$ cat src/rtl/dmem_arbiter_if.sv
// Bus bundle for the data-memory arbiter: the CPU MEM-stage port, the external
// debug/loader port and the shared synchronous memory port.
interface dmem_arbiter_if #(
    parameter int unsigned AW = 32,
    parameter int unsigned DW = 32
);
    logic          cpu_req;
    logic          cpu_we;
    logic [AW-1:0] cpu_addr;
    logic [DW-1:0] cpu_wdata;
    logic          cpu_stall;
    logic          cpu_rvalid;
    logic [DW-1:0] cpu_rdata;

    logic          ext_req;
    logic          ext_we;
    logic          ext_lock;
    logic [AW-1:0] ext_addr;
    logic [DW-1:0] ext_wdata;
    logic          ext_gnt;
    logic          ext_rvalid;
    logic [DW-1:0] ext_rdata;

    logic          mem_en;
    logic          mem_we;
    logic [AW-1:0] mem_addr;
    logic [DW-1:0] mem_wdata;
    logic [DW-1:0] mem_rdata;

    // Arbiter side
    modport slave (
        input  cpu_req, cpu_we, cpu_addr, cpu_wdata,
        input  ext_req, ext_we, ext_lock, ext_addr, ext_wdata,
        input  mem_rdata,
        output cpu_stall, cpu_rvalid, cpu_rdata,
        output ext_gnt, ext_rvalid, ext_rdata,
        output mem_en, mem_we, mem_addr, mem_wdata
    );

    // Requester / memory side
    modport master (
        output cpu_req, cpu_we, cpu_addr, cpu_wdata,
        output ext_req, ext_we, ext_lock, ext_addr, ext_wdata,
        output mem_rdata,
        input  cpu_stall, cpu_rvalid, cpu_rdata,
        input  ext_gnt, ext_rvalid, ext_rdata,
        input  mem_en, mem_we, mem_addr, mem_wdata
    );
endinterface

$ cat src/rtl/dmem_arbiter.sv
// Shares one synchronous data-memory port between the CPU (fixed priority) and
// an external master, with a starvation guard, a lock mode and read-data routing.
module dmem_arbiter #(
    parameter int unsigned AW       = 32,
    parameter int unsigned DW       = 32,
    parameter int unsigned MAX_WAIT = 4
) (
    input  logic           clk,
    input  logic           rst_n,
    dmem_arbiter_if.slave  bus
);

    typedef enum logic {ARB, LOCK} state_e;

    localparam logic [3:0]    MAX_W     = 4'(MAX_WAIT);
    localparam logic [AW-1:0] ADDR_IDLE = '0;
    localparam logic [DW-1:0] DATA_IDLE = '0;

    state_e     state_q, state_d;
    logic [3:0] wait_cnt_q, wait_cnt_d;
    logic       rsp_cpu_q, rsp_cpu_d;
    logic       rsp_ext_q, rsp_ext_d;

    logic ext_prio;
    logic cpu_gnt;
    logic ext_gnt;

    // Grants are qualified by rst_n so every output reads 0 while in reset.
    always_comb begin
        ext_prio = bus.ext_req & ((state_q == LOCK) | (wait_cnt_q == MAX_W));
        cpu_gnt  = rst_n & bus.cpu_req & ~ext_prio;
        ext_gnt  = rst_n & bus.ext_req & ~cpu_gnt;
    end

    always_ff @(posedge clk or negedge rst_n) begin
        if (!rst_n) begin
            state_q    <= ARB;
            wait_cnt_q <= '0;
            rsp_cpu_q  <= 1'b0;
            rsp_ext_q  <= 1'b0;
        end else begin
            state_q    <= state_d;
            wait_cnt_q <= wait_cnt_d;
            rsp_cpu_q  <= rsp_cpu_d;
            rsp_ext_q  <= rsp_ext_d;
        end
    end

    always_comb begin
        state_d = state_q;
        case (state_q)
            ARB:  if (ext_gnt && bus.ext_lock) state_d = LOCK;
            LOCK: if (!bus.ext_lock || !bus.ext_req) state_d = ARB;
        endcase

        wait_cnt_d = '0;
        if (bus.ext_req && !ext_gnt)
            wait_cnt_d = (wait_cnt_q == MAX_W) ? wait_cnt_q : wait_cnt_q + 4'd1;

        rsp_cpu_d = cpu_gnt & ~bus.cpu_we;
        rsp_ext_d = ext_gnt & ~bus.ext_we;
    end

    always_comb begin
        bus.cpu_stall  = rst_n & bus.cpu_req & ~cpu_gnt;
        bus.ext_gnt    = ext_gnt;
        bus.mem_en     = cpu_gnt | ext_gnt;
        bus.mem_we     = 1'b0;
        bus.mem_addr   = ADDR_IDLE;
        bus.mem_wdata  = DATA_IDLE;
        if (cpu_gnt) begin
            bus.mem_we    = bus.cpu_we;
            bus.mem_addr  = bus.cpu_addr;
            bus.mem_wdata = bus.cpu_wdata;
        end else if (ext_gnt) begin
            bus.mem_we    = bus.ext_we;
            bus.mem_addr  = bus.ext_addr;
            bus.mem_wdata = bus.ext_wdata;
        end
        bus.cpu_rvalid = rsp_cpu_q;
        bus.ext_rvalid = rsp_ext_q;
        bus.cpu_rdata  = rsp_cpu_q ? bus.mem_rdata : DATA_IDLE;
        bus.ext_rdata  = rsp_ext_q ? bus.mem_rdata : DATA_IDLE;
    end

endmodule

$ cat src/flat_wrapper.sv
// flat-port wrapper written by rule: the top's interface ports become plain ports
module dmem_arbiter_flat 
#(
    parameter int unsigned AW       = 32,
    parameter int unsigned DW       = 32,
    parameter int unsigned MAX_WAIT = 4
)
  (clk, rst_n, bus_cpu_req, bus_cpu_we, bus_cpu_addr, bus_cpu_wdata, bus_ext_req, bus_ext_we, bus_ext_lock, bus_ext_addr, bus_ext_wdata, bus_mem_rdata, bus_cpu_stall, bus_cpu_rvalid, bus_cpu_rdata, bus_ext_gnt, bus_ext_rvalid, bus_ext_rdata, bus_mem_en, bus_mem_we, bus_mem_addr, bus_mem_wdata);
  dmem_arbiter_if #(.AW(AW), .DW(DW)) bus_i ();
  input  logic clk;
  input  logic rst_n;
  input wire logic [$bits(bus_i.cpu_req)-1:0] bus_cpu_req;
  input wire logic [$bits(bus_i.cpu_we)-1:0] bus_cpu_we;
  input wire logic [$bits(bus_i.cpu_addr)-1:0] bus_cpu_addr;
  input wire logic [$bits(bus_i.cpu_wdata)-1:0] bus_cpu_wdata;
  input wire logic [$bits(bus_i.ext_req)-1:0] bus_ext_req;
  input wire logic [$bits(bus_i.ext_we)-1:0] bus_ext_we;
  input wire logic [$bits(bus_i.ext_lock)-1:0] bus_ext_lock;
  input wire logic [$bits(bus_i.ext_addr)-1:0] bus_ext_addr;
  input wire logic [$bits(bus_i.ext_wdata)-1:0] bus_ext_wdata;
  input wire logic [$bits(bus_i.mem_rdata)-1:0] bus_mem_rdata;
  output wire logic [$bits(bus_i.cpu_stall)-1:0] bus_cpu_stall;
  output wire logic [$bits(bus_i.cpu_rvalid)-1:0] bus_cpu_rvalid;
  output wire logic [$bits(bus_i.cpu_rdata)-1:0] bus_cpu_rdata;
  output wire logic [$bits(bus_i.ext_gnt)-1:0] bus_ext_gnt;
  output wire logic [$bits(bus_i.ext_rvalid)-1:0] bus_ext_rvalid;
  output wire logic [$bits(bus_i.ext_rdata)-1:0] bus_ext_rdata;
  output wire logic [$bits(bus_i.mem_en)-1:0] bus_mem_en;
  output wire logic [$bits(bus_i.mem_we)-1:0] bus_mem_we;
  output wire logic [$bits(bus_i.mem_addr)-1:0] bus_mem_addr;
  output wire logic [$bits(bus_i.mem_wdata)-1:0] bus_mem_wdata;
  assign bus_i.cpu_req = bus_cpu_req;
  assign bus_i.cpu_we = bus_cpu_we;
  assign bus_i.cpu_addr = bus_cpu_addr;
  assign bus_i.cpu_wdata = bus_cpu_wdata;
  assign bus_i.ext_req = bus_ext_req;
  assign bus_i.ext_we = bus_ext_we;
  assign bus_i.ext_lock = bus_ext_lock;
  assign bus_i.ext_addr = bus_ext_addr;
  assign bus_i.ext_wdata = bus_ext_wdata;
  assign bus_i.mem_rdata = bus_mem_rdata;
  assign bus_cpu_stall = bus_i.cpu_stall;
  assign bus_cpu_rvalid = bus_i.cpu_rvalid;
  assign bus_cpu_rdata = bus_i.cpu_rdata;
  assign bus_ext_gnt = bus_i.ext_gnt;
  assign bus_ext_rvalid = bus_i.ext_rvalid;
  assign bus_ext_rdata = bus_i.ext_rdata;
  assign bus_mem_en = bus_i.mem_en;
  assign bus_mem_we = bus_i.mem_we;
  assign bus_mem_addr = bus_i.mem_addr;
  assign bus_mem_wdata = bus_i.mem_wdata;
  dmem_arbiter #(.AW(AW), .DW(DW), .MAX_WAIT(MAX_WAIT)) u_core (.clk(clk), .rst_n(rst_n), .bus(bus_i));
endmodule
$ cat config.mk
export PLATFORM = sky130hd
export DESIGN_NAME = dmem_arbiter_flat
export DESIGN_NICKNAME = d
export VERILOG_FILES = /design/src/rtl/dmem_arbiter_if.sv /design/src/rtl/dmem_arbiter.sv /design/src/flat_wrapper.sv
export SDC_FILE = /design/constraint.sdc
export NUM_CORES = 1
export LEC_CHECK = 0
export ABC_AREA = 1
export BUFFER_PORTS_ARGS = -buffer_cell sky130_fd_sc_hd__buf_2
export CORE_AREA = 2 2 118 120
export CTS_CLUSTER_SIZE = 30
export DETAILED_ROUTE_END_ITERATION = 16
export DIE_AREA = 0 0 120 122
export PLACE_DENSITY = 0.5
export SLEW_MARGIN = 20
export SYNTH_ARGS = -nofsm -noshare
export SYNTH_HDL_FRONTEND = slang
export SYNTH_SLANG_ARGS = --single-unit
export TNS_END_PERCENT = 20
$ cat constraint.sdc
create_clock -name clk -period 2.1 [get_ports clk]
set_input_delay 0.42 -clock clk [delete_from_list [all_inputs] [get_ports clk]]
set_output_delay 0.42 -clock clk [all_outputs]
set_load 0.02 [all_outputs]
==> flow_summary.ini <==
[synthesis]
synth_top_cell_area_share_pct = 27.9
ys_ff_latch = 7
yosys_warnings = 0
synth_top_cell_by_area = inv_1
syn_avg_cell_area_um2 = 4.79
synth_nets = 559
yosysSeqAreaShare_pct = 9.37
ys_types = 19
synth.area.top_cells = inv_1, nand2_1, o21ai_0
netlist_area_mm2 = 0.00187
syn-instance-count = 390

[routing]
drc = 0
route.final.wire_length_mm = 10.7
via_count = 3322
drt_iter0_drc = 78
firstDrtPassIters = 4
antenna_left = 0
wl_per_cell_um = 12.1
viasPerCell = 3.75

[pwr]
p_per_area_mw_per_mm2 = 327
vdd_drop_max_uv = 202
p_total_mw = 1.40
leakagePower_nw = 3.12

[critical_path]
crit_path_end_kind = primary output
reg2regPathDepth = 11
required_ns = 1.68
cp-start-kind = register
arrival_ns = 1.87
reg2reg_to = u_core.wait_cnt_q[1]
reg2reg_setup_slack_ns = 0.45
cp_max_fo = 17
r2r_start = u_core.wait_cnt_q[0]
crit_type = reg -> out

[placed_design]
placed_area_mm2 = 0.00365
dp_slack_ns = -0.00374
place_inst = 867
place.gp.congestion = 0.773
dp.final_hpwl_mm = 8.54
port_buffers = 300

[floorplanning]
pin_count = 301
start_util_pct = 13.8
num_rows = 43
coreArea_mm2 = 0.0135
die-area_mm2 = 0.0146
dieWidth_um = 120
die_y_um = 122

[global_routing]
antenna_found_initial = 3
grt_overflow = 0
track_usage_pct = 13.0
grt_pass1_wl_mm = 15.1
grt_pass1_vias = 2979
grt_max_degree = 34

[sta]
rsz0062_at_grt = true
clock.fmax_ghz = 0.437
hold_viol = 0
period_share_pct = 109
fin_crit_ns = 2.29
finalMaxSlewViolations = 0
worstMarginPinSlew_ns = 0.326
relSlewSlack_pct = 78.3
hold_slack_ns = 0.106
clock-skew-final_ns = 0.00441
setup-tns-final_ns = -7.39
fin_ws_ns = -0.189
setup_viol_count_final = 65

[clock_tree]
max-clock-path-buffers = 2
clk_latency_ns = 0.23
clockRootBuffer = clkbuf_16
numCtsBuffers = 3
ctsHoldBuffers = 0
cts_num_sinks = 7
clkTransAtPathRegs_ns = 0.04
cts_htree_levels = 1
cts_tree = yes

[status]
violations = negative setup slack
status = finished with violations

[layout]
final_cell_area_mm2 = 0.00430
utilization_pct = 31.8
fin_cells = 885
syn_to_final_growth_pct = 130
multi_input_area_mm2 = 0.00116
fill_cells = 1554
seq_area_um2 = 175
fin_nets = 874
layout-drive-gt1-share_pct = 54.7

[flow_run]
max-cap-violations = 0

[min_path]
hp-class = in -> async
-- state kept, by name, indices dropped and copies added, names as in the netlist --
register / cells
u_core.bus.cpu_rvalid: 1
u_core.wait_cnt_q: 4
u_core.state_q: 1
u_core.bus.ext_rvalid: 1
-- cells in the mapped netlist --
library cell	instances
o21ai_0	39
inv_2	1
buf_6	3
nand3_4	1
buf_2	8
a21oi_1	2
o21ai_1	9
nand2_2	2
ha_1	2
nand2_4	2
nor2_1	7
nand4_1	1
o21ai_2	20
nand2_1	136
dfrtp_1	7
clkbuf_1	8
nand3_1	2
xor2_1	1
inv_1	139
-- worst max-delay path: stages, from the launching register on --
cell and delay, ns:
dfrtp_1 0.38, inv_1 0.07, ha_2 0.19, nand3_4 0.07
nand2_2 0.07, nand2_2 0.07, nand2_4 0.11, buf_12 0.13
inv_16 0.05, buf_16 0.15, nand2_1 0.11, o21ai_2 0.07
buf_4 0.16
-- layout make-up --
type                       count  share of cell area [%]
antenna                        1                  0.0583
clock buffer                   3                    1.75
clock inverter                 1                   0.117
inverter                     140                    12.6
multi-input combinational    224                    27.1
sequential                     7                    4.08
tap                          180                    5.24
timing repair buffer         329                    49.0
-- metal layers --
metal  GRT usage [%]  routed length [um]
met2            24.9                5560
met5               0                  22
met1            14.9                4070
met4            1.76                  53
met3            2.81                 996
-- where the power goes --
part / leakage [nW] / total (mW) / switching, mW / internal [mW]
clock: 0.0409 / 0.327 / 0.0768 / 0.250
sequential: 0.0944 / 0.152 / 0.00694 / 0.145
combinational: 2.99 / 0.926 / 0.501 / 0.425
-- what timing repair did --
item | CTS | global route
pin swaps | 5 | 2
setup endpoints to repair | 65 | 66
cloned | 4 | 2
gates resized for setup | 99 | 39
buffers inserted | 5 | 2
hold endpoints to repair | 0 | 0
-- how the worst max path moves through the flow --
stage / start / end / cells past startpoint
2_1_floorplan: u_core.wait_cnt_q[0] / bus_mem_addr[25] / 9
5_1_grt: u_core.wait_cnt_q[0] / bus_mem_wdata[20] / 12
6_report: u_core.wait_cnt_q[0] / bus_mem_wdata[20] / 12
4_1_cts: u_core.wait_cnt_q[1] / bus_mem_addr[3] / 11
3_3_place_gp: u_core.wait_cnt_q[1] / bus_mem_addr[4] / 10
3_5_place_dp: u_core.wait_cnt_q[1] / bus_mem_addr[4] / 10
-- layout by cell type, fill, tap and decap left out, types with 2 or more instances in the layout --
cell type and count:
a21oi_1 2, buf_12 4, buf_16 4, buf_2 249, buf_4 46, buf_6 23, clkbuf_16 5, dfrtp_1 7
inv_1 137, inv_2 2, nand2_1 120, nand2_2 15, nand2_4 4, nand3_1 2, nor2_1 7, o21ai_0 18
o21ai_1 23, o21ai_2 26
-- cell families after synthesis --
family,count (synthesis),synth area share (%)
adders and majority gates,2,1.34
and+or+nand+nor,151,32.4
AOI/OAI and AO/OA,70,22.8
DFF,7,9.37
xor gates and xnor gates,1,0.469
buffers and inverters,159,33.7
Note: power is estimated with default switching activity, not from simulation.
